--- src/rtl/wb_uart_rx.sv ---
// wb_uart_rx: 8N1 UART receiver with a one-byte holding buffer, read out
// over a pipelined Wishbone B4 slave (read-only, single data port).
//
// Parameters
//   TICKS_PER_BAUD : i_wb_clk cycles per UART bit (even, >= 4)
// Ports
//   i_wb_clk     : sole clock
//   i_wb_rst_n   : asynchronous active-low reset
//   i_wb_stb     : read request for the buffered byte
//   o_wb_stall   : high while no byte is buffered
//   o_wb_ack     : one-cycle acknowledge of an accepted request
//   o_wb_data    : received byte, valid while o_wb_ack is high
//   o_overrun    : sticky, a received byte was dropped (buffer full)
//   o_frame_err  : sticky, a stop bit was sampled low
//   i_uart_rx    : asynchronous serial line, idle high, LSB first
module wb_uart_rx #(
  parameter int unsigned TICKS_PER_BAUD = 8
) (
  input  logic       i_wb_clk,
  input  logic       i_wb_rst_n,
  input  logic       i_wb_stb,
  output logic       o_wb_stall,
  output logic       o_wb_ack,
  output logic [7:0] o_wb_data,
  output logic       o_overrun,
  output logic       o_frame_err,
  input  logic       i_uart_rx
);

  localparam int unsigned CNT_W = (TICKS_PER_BAUD > 2) ? $clog2(TICKS_PER_BAUD) : 1;
  localparam logic [CNT_W-1:0] HALF_CNT = CNT_W'(TICKS_PER_BAUD / 2 - 1);
  localparam logic [CNT_W-1:0] LAST_CNT = CNT_W'(TICKS_PER_BAUD - 1);

  typedef enum logic [2:0] {
    S_IDLE,
    S_START,
    S_DATA,
    S_STOP,
    S_WAIT_IDLE
  } state_t;

  state_t           r_state;
  logic [CNT_W-1:0] r_cnt;
  logic [2:0]       r_bit;
  logic [7:0]       r_shift;
  logic             r_sync1;
  logic             r_sync2;
  logic [7:0]       r_buf;
  logic             r_valid;
  logic             r_ack;
  logic [7:0]       r_data;
  logic             r_overrun;
  logic             r_frame_err;

  logic w_rx;
  logic w_stop_tick;
  logic w_deliver;
  logic w_frame_bad;
  logic w_accept;

  // Two-flop synchronizer; resets to the idle (high) line level.
  always_ff @(posedge i_wb_clk or negedge i_wb_rst_n) begin
    if (!i_wb_rst_n) begin
      r_sync1 <= 1'b1;
      r_sync2 <= 1'b1;
    end else begin
      r_sync1 <= i_uart_rx;
      r_sync2 <= r_sync1;
    end
  end

  assign w_rx        = r_sync2;
  assign w_stop_tick = (r_state == S_STOP) && (r_cnt == LAST_CNT);
  assign w_deliver   = w_stop_tick && w_rx;
  assign w_frame_bad = w_stop_tick && !w_rx;
  assign w_accept    = i_wb_stb && r_valid;

  // Receive FSM: start-bit qualification at half a bit, then one sample per
  // bit period so every sample lands at the bit centre.
  always_ff @(posedge i_wb_clk or negedge i_wb_rst_n) begin
    if (!i_wb_rst_n) begin
      r_state <= S_IDLE;
      r_cnt   <= '0;
      r_bit   <= '0;
      r_shift <= '0;
    end else begin
      case (r_state)
        S_IDLE: begin
          r_cnt <= '0;
          if (!w_rx) begin
            r_state <= S_START;
          end
        end

        S_START: begin
          if (r_cnt == HALF_CNT) begin
            r_cnt <= '0;
            if (w_rx) begin
              // Line went back high before mid-bit: glitch, not a start bit.
              r_state <= S_IDLE;
            end else begin
              r_state <= S_DATA;
              r_bit   <= '0;
            end
          end else begin
            r_cnt <= r_cnt + CNT_W'(1);
          end
        end

        S_DATA: begin
          if (r_cnt == LAST_CNT) begin
            r_cnt   <= '0;
            r_shift <= {w_rx, r_shift[7:1]};
            r_bit   <= r_bit + 3'd1;
            if (r_bit == 3'd7) begin
              r_state <= S_STOP;
            end
          end else begin
            r_cnt <= r_cnt + CNT_W'(1);
          end
        end

        S_STOP: begin
          if (r_cnt == LAST_CNT) begin
            r_cnt   <= '0;
            r_state <= w_rx ? S_IDLE : S_WAIT_IDLE;
          end else begin
            r_cnt <= r_cnt + CNT_W'(1);
          end
        end

        S_WAIT_IDLE: begin
          // A break holds the line low; wait it out without producing bytes.
          r_cnt <= '0;
          if (w_rx) begin
            r_state <= S_IDLE;
          end
        end

        default: begin
          r_state <= S_IDLE;
          r_cnt   <= '0;
        end
      endcase
    end
  end

  // Holding buffer and Wishbone read port. A delivery coinciding with an
  // acceptance refills the buffer, so it is not an overrun.
  always_ff @(posedge i_wb_clk or negedge i_wb_rst_n) begin
    if (!i_wb_rst_n) begin
      r_buf       <= '0;
      r_valid     <= 1'b0;
      r_ack       <= 1'b0;
      r_data      <= '0;
      r_overrun   <= 1'b0;
      r_frame_err <= 1'b0;
    end else begin
      r_ack <= w_accept;
      if (w_accept) begin
        r_data <= r_buf;
      end

      if (w_deliver && (w_accept || !r_valid)) begin
        r_buf   <= r_shift;
        r_valid <= 1'b1;
      end else if (w_accept) begin
        r_valid <= 1'b0;
      end

      if (w_deliver && r_valid && !w_accept) begin
        r_overrun <= 1'b1;
      end else if (w_accept) begin
        r_overrun <= 1'b0;
      end

      // A new framing error wins over a clear in the same cycle so it is not lost.
      if (w_frame_bad) begin
        r_frame_err <= 1'b1;
      end else if (w_accept) begin
        r_frame_err <= 1'b0;
      end
    end
  end

  assign o_wb_stall  = ~r_valid;
  assign o_wb_ack    = r_ack;
  assign o_wb_data   = r_data;
  assign o_overrun   = r_overrun;
  assign o_frame_err = r_frame_err;

endmodule

--- config.mk ---
export PLATFORM = sky130hd
export DESIGN_NAME = wb_uart_rx
export DESIGN_NICKNAME = d
export VERILOG_FILES = /design/src/rtl/wb_uart_rx.sv
export SDC_FILE = /design/constraint.sdc
export NUM_CORES = 1
export LEC_CHECK = 0
export BUFFER_PORTS_ARGS = -buffer_cell sky130_fd_sc_hd__buf_2
export CORE_AREA = 10 10 65 89
export CTS_BUF_LIST = sky130_fd_sc_hd__clkbuf_8 sky130_fd_sc_hd__clkbuf_16
export DETAILED_ROUTE_END_ITERATION = 8
export DIE_AREA = 0 0 75 99
export PLACE_DENSITY = 0.67
export SLEW_MARGIN = 15
export SYNTH_ARGS = -nofsm -noshare
export SYNTH_HDL_FRONTEND = slang
export SYNTH_SLANG_ARGS = --single-unit
--- constraint.sdc ---
create_clock -name i_wb_clk -period 4.8 [get_ports i_wb_clk]
set_clock_uncertainty 0.2 [all_clocks]
set_input_delay 0 -clock i_wb_clk [delete_from_list [all_inputs] [get_ports i_wb_clk]]
set_output_delay 0 -clock i_wb_clk [all_outputs]
set_load 0.02 [all_outputs]
==> results.md, run 1 <==
- Final-report hold violation count: 0
- FF+latch count, synth: 39
- Dpl ws: approximately 2.5 ns
- Total overflow reported by the global router: 0
- Count of yosys warnings during synthesis: 0
- Crit Reg-Reg Startpoint: r_cnt[0]$_DFF_PN0_
- Async set-reset flop share out of synthesis: 100%
- Die width: 75 um
- Weighted congestion at the end of routability-driven global placement: between 0.7 and 0.8
- End of the worst register-to-register path: r_shift[5]$_DFFE_PN0P_
- Met2 Usage GRT: 14.1%
- Die Y-Extent: 99 um
- Proportion of layout cells with a drive suffix above 1: 40.6%
- Final Net Count: 141
- Number of max-slew violations in the final report: 0
- Routed wire length: 2640 um
- Die area: around 7400 sq um
- Worst Reg-to-Reg Cells: 4
- Area growth from synthesis to layout: 14.1%
- Netlist Area Pre-Place: 1610 sq um
- Result of the run: complete, no violations
- Internal reg-to-reg setup slack: 2.50 ns
- Kind of launch point of the worst setup path: flip-flop
- Max H-tree Level: 2
- Latest clock arrival within the worst-skew pair: slightly below 0.3 ns
- Buffer cell driving the clock tree root: sky130_fd_sc_hd__clkbuf_8
- Number of global-route vias before repair: 1024
- Starting Density: 38.6%
- Ports placed on the boundary: 16
- Final Setup Violations: 0
- Worst endpoint required time: 4.77 ns
- Mean instance size in the synthesized netlist: 14.5 sq um
- Hold slack: 0.148 ns
- Core Box Area: 4170 sq um
- Kind of capture point of the worst setup path: flip-flop
- List of most frequent post-synthesis cells: 37 x sky130_fd_sc_hd__dfrtp_1, 26 x sky130_fd_sc_hd__mux2_2, 5 x sky130_fd_sc_hd__ha_1, 5 x sky130_fd_sc_hd__inv_1, 5 x sky130_fd_sc_hd__nor2_1
- Max frequency: around 440 MHz
- Count of port buffers added during placement: 15
- First-pass GRT wire length: 4630 um
- Power density over cell area: 434 nW/um^2
- Most area-hungry cell type in the Yosys netlist: sky130_fd_sc_hd__dfrtp_1
- Unique cell type count in the Yosys netlist: 28
- Slew at the pin closest to its max-slew limit: 0.827 ns
- Hpwl dp: 1890 um
- Post-DR vias/cell: 5.24
- Pin count of the biggest net entering global routing: 40
- Detailed-route wire length per cell: approximately 15 um
- Top fanout value on the critical path: 11
- Period utilisation layout: around 48%
- Global-route met1 utilization: 7.82%
- Main area contributors after synthesis: sky130_fd_sc_hd__dfrtp_1 58%, sky130_fd_sc_hd__mux2_2 18%, sky130_fd_sc_hd__ha_1 3.9%
- Max Cap Violations: 0
- Fraction of the yosys area taken by sequential cells: between 60% and 70%
- Final setup margin: 2.50 ns
- Number of resized instances in the post-cts repair step: 0
- Pre-antenna DRT Iters: 4
- Num Clock Sinks: 39
- RSZ-0062 raised after global routing: false
- Ys flop type: sky130_fd_sc_hd__dfrtp_1
- Clock tree from TritonCTS: done
- Placement Rows: 28
- Syn nets: 120
- Register clock-pin slew on the reported worst setup and hold paths: 0.08 ns
- Worst endpoint data arrival time: 2.27 ns
- Headroom to the max-slew limit: 44.9%
- Antenna-violating nets left: 0
- Antenna Cells: 0
- Most numerous cell in the Yosys netlist: sky130_fd_sc_hd__dfrtp_1
- Fraction of met3 tracks used by global routing: 2.71%
- Class of the tightest hold or removal check: in -> async
- Starting DRT DRC Count: 5
- Kind of critical path: reg -> reg
- Sum Neg Setup Slack: 0 ns
- Leakage power figure: 0.959 nW
- Drt drc: 0
- Via count: 932
- Number of synthesized flops with an enable pin: 0
- Number of clock buffers inserted by TritonCTS: 5
- Share of Yosys cell area claimed by the top area cell type: between 50% and 60%
- Final worst path period need: roughly 2.3 ns
- Syn Inst Count: 111
- Gr usage total: 7.96%
- Number of antenna violations at the first check in global routing: 0
- Design Power: between 700 and 800 uW
- Worst VDD drop: ~280 uV
- Global-route layer with the greatest usage: met2
- CTS Buffer Depth: 2
==> critical path, cell delays in order (launching register included) <==
cell and delay (ns):
sky130_fd_sc_hd__dfrtp_1 0.39, sky130_fd_sc_hd__ha_1 0.36, sky130_fd_sc_hd__nand4b_4 0.16, sky130_fd_sc_hd__nor2_1 0.64
sky130_fd_sc_hd__mux2_2 0.41
==> where the power goes <==
part           switching (mW)  internal, mW
combinational          0.0787        0.0776
clock                   0.112        0.0994
sequential             0.0563         0.372
==> registers in the layout (all words and copies together), names as in the netlist <==
register     count
o_frame_err      1
r_sync2          1
r_shift          8
r_bit            3
o_wb_ack         1
o_overrun        1
r_sync1          1
r_state          3
r_buf            8
o_wb_data        8
r_cnt            3
r_valid          1
==> metal layers <==
metal / up-vias / share of wire (%)
met5: - / 0
met4: 0 / 2.2
met3: 6 / 3.2
met2: 12 / 55
met1: 474 / 40
li1: 440 / -
==> area by class of cell <==
type	instances	area, sq um
fillers	373	2330
flip-flops and latches	39	978
multi-input cells	63	593
repair buffers	18	105
clock buffers	5	68.8
well taps	45	56.3
inverters	5	18.8
clock inverters	3	15.0
==> stage by stage <==
step,std cells,utilization [%],area [sq um]
5_1_grt,178,44.0,1840
3_3_place_gp,167,41.3,1720
2_1_floorplan,111,-,1610
4_1_cts,178,44.0,1840
3_5_place_dp,167,41.3,1720
6_report,178,44.0,1840
==> cell usage in the layout, fill, tap and decap left out, drive strengths merged, types with 2 or more instances in the layout <==
| cell | instances |
|---|---|
| a2111oi | 2 |
| a22o | 2 |
| a31oi | 2 |
| buf | 15 |
| clkbuf | 5 |
| clkinv | 3 |
| dfrtp | 37 |
| dfstp | 2 |
| dlygate4sd3 | 3 |
| ha | 5 |
| inv | 5 |
| mux2 | 26 |
| nand2 | 3 |
| nor2 | 5 |
| nor2b | 2 |
| o21ai | 2 |
==> kinds of logic (layout without fill, tap and decap cells) <==
kind of cell | after synthesis | in the layout | synth area share [%]
muxes | 26 | 26 | 18.2
adders and majority gates | 5 | 5 | 3.89
and+or+nand+nor | 17 | 17 | 7.78
AOI/OAI and AO/OA | 14 | 14 | 6.45
xor gates and xnor gates | 1 | 1 | 0.544
DFF | 39 | 39 | 60.8
buffers and inverters | 9 | 31 | 2.33
==> worst max path at each step <==
stage | from | end | slack (ns) | depth (start not counted)
6_report | r_cnt[0]$_DFF_PN0_ | r_shift[5]$_DFFE_PN0P_ | 2.50 | 4
5_1_grt | r_cnt[0]$_DFF_PN0_ | r_shift[5]$_DFFE_PN0P_ | 2.37 | 4
4_1_cts | r_cnt[0]$_DFF_PN0_ | r_shift[5]$_DFFE_PN0P_ | 2.49 | 4
3_5_place_dp | r_cnt[0]$_DFF_PN0_ | r_shift[5]$_DFFE_PN0P_ | 2.51 | 4
3_3_place_gp | r_cnt[0]$_DFF_PN0_ | r_shift[1]$_DFFE_PN0P_ | 2.62 | 4
2_1_floorplan | r_cnt[0]$_DFF_PN0_ | r_buf[0]$_DFFE_PN0P_ | 2.98 | 5
==> timing repair <==
action                                 4_1_cts  5_1_grt
setup buffers                                0        0
endpoints found under the hold margin       39        0
hold buffers                                 3        0
Note: power is estimated with default switching activity, not from simulation.
==> run 2: changes to the inputs <==
Settings changed: PLACE_DENSITY 0.67 to 0.69.
Clock period 4.8 ns to 1.9 ns, I/O delays scaled along.
==> run 2 against run 1 <==
Against the previous run:
- wire length grew 13%
- combinational power grew to 3.2 times the previous value
- total power grew to 2.6 times the previous value
- sequential cell count is the same
- non-clock buffer count grew 8
- largest cell class unchanged
==> results.md, run 2 (same netlist as run 1, synthesis figures left out) <==
- Number of clock buffers inserted by TritonCTS: 5
- Headroom to the max-slew limit: 63.7%
- Weighted congestion at the end of routability-driven global placement: 0.786
- Number of global-route vias before repair: 1121
- Design Power: approximately 2.1 mW
- Die width: approximately 75 um
- First-pass GRT wire length: roughly 5200 um
- Count of port buffers added during placement: 15
- Final setup margin: 0.105 ns
- Kind of launch point of the worst setup path: flip-flop
- Worst endpoint data arrival time: 1.76 ns
- Total non-filler cell area in the finished layout: 1910 sq um
- RSZ-0062 raised after global routing: false
- Commonest cells after routing, fill and taps aside: 37 x sky130_fd_sc_hd__dfrtp_1, 26 x sky130_fd_sc_hd__mux2_2, 15 x sky130_fd_sc_hd__buf_2
- Pin count of the biggest net entering global routing: 26
- Drt drc: 0
- Detailed-route wire length per cell: 16.1 um
- Number of max-slew violations in the final report: 0
- Util after Layout: approximately 46%
- Num Clock Sinks: 39
- Register clock-pin slew on the reported worst setup and hold paths: 0.07 ns
- Dpl ws: around 0.11 ns
- Final Setup Violations: 0
- Antenna Cells: 0
- Max H-tree Level: 2
- Core Box Area: 4170 sq um
- Sequential Area: 978 sq um
- Dpl cells: 175
- Worst VDD drop: between 600 and 700 uV
- Max frequency: about 560 MHz
- Power density over cell area: 1100 nW/um^2
- Number of inserted filler cells in the final layout: between 300 and 400
- Non-filler instance count after layout: 185
- Clock tree from TritonCTS: done
- Sum Neg Setup Slack: 0 ns
- Total overflow reported by the global router: 0
- Kind of capture point of the worst setup path: flip-flop
- Gr usage total: 9.12%
- Pre-antenna DRT Iters: 4
- Placement Rows: 28
- Class of the tightest hold or removal check: in -> async
- Area growth from synthesis to layout: 18.8%
- Buffer cell driving the clock tree root: sky130_fd_sc_hd__clkbuf_8
- Worst setup path startpoint: r_cnt[0]$_DFF_PN0_
- Post-DR vias/cell: 5.26
- Number of antenna violations at the first check in global routing: 0
- Ports placed on the boundary: 16
- Hold slack: 0.0346 ns
- Worst endpoint required time: 1.86 ns
- Final-report hold violation count: 0
- Hpwl dp: 2280 um
- Starting DRT DRC Count: 19
- Post-CTS setup buffers: 0
- Final worst path period need: roughly 1.8 ns
- Die area: 7430 sq um
- Kind of critical path: reg -> reg
- Max Cap Violations: 0
- Proportion of layout cells with a drive suffix above 1: 43.6%
- Final Net Count: 149
- Leakage power figure: 1.00 nW
- Period utilisation layout: 94.5%
- CTS Buffer Depth: 2
- Top fanout value on the critical path: 8
- Die Y-Extent: 99 um
- Routed wire length: 2980 um
- Via count: 973
- Multi-input combinational cell area: 593 sq um
- Result of the run: complete, no violations
- Antenna-violating nets left: 0
- Instance area after placement: roughly 1800 sq um
- Most frequent standard cell in the layout excluding fill and tap cells: sky130_fd_sc_hd__dfrtp_1
- Number of resized instances in the post-cts repair step: 0
- Latest clock arrival within the worst-skew pair: around 0.28 ns
- Starting Density: 38.6%
- Slew at the pin closest to its max-slew limit: 0.544 ns
- Crit Reg-Reg Startpoint: r_cnt[0]$_DFF_PN0_
run 2: layer usage:
metal  share of wire [%]  routed length [um]  vias up  global-route usage [%]
met5                   0                   0        -                       0
met4                 1.7                  52        0                    5.12
met3                 2.1                  63        7                    2.71
met2                  57                1700       11                    15.9
met1                  39                1160      499                    9.18
li1                    -                   -      456                       -
run 2: final cells by class:
class,instances,area share (%)
clock inverters,1,0.262
multi-input cells,63,31.0
well taps,45,2.95
clock buffers,6,4.32
inverters,5,0.982
repair buffers,26,9.29
flip-flops and latches,39,51.2
run 2: path summary, 6_finish.rpt:
| kind | slack, ns | cells past startpoint | end |
|---|---|---|---|
| max in group asynchronous | 0.86 | 3 | r_sync2$_DFF_PN1_ |
| worst max-delay path | 0.11 | 5 | r_buf[6]$_DFFE_PN0P_ |
| worst min-delay path | 0.03 | 2 | r_state[1]$_DFFE_PN0P_ |
| worst min register to register | 0.16 | 0 | r_sync2$_DFF_PN1_ |
| worst max register to register | 0.11 | 5 | r_buf[6]$_DFFE_PN0P_ |
| min in group i_wb_clk | 0.16 | 0 | r_sync2$_DFF_PN1_ |
run 2: report_power, final:
part | switching, mW | total [mW] | internal, mW
Clock | 0.263 | 0.547 | 0.284
Combinational | 0.258 | 0.499 | 0.241
Sequential | 0.122 | 1.06 | 0.942
run 2: worst max-delay path, stage by stage, from the launching register on:
cell and delay, ns:
sky130_fd_sc_hd__dfrtp_1 0.39, sky130_fd_sc_hd__ha_1 0.23, sky130_fd_sc_hd__nand4b_4 0.14, sky130_fd_sc_hd__nor3_4 0.24, sky130_fd_sc_hd__buf_12 0.15, sky130_fd_sc_hd__mux2_2 0.33
run 2: timing repair:
item	in CTS	in global routing
setup endpoints to repair	0	0
hold buffers	3	0
hold endpoints to repair	39	0
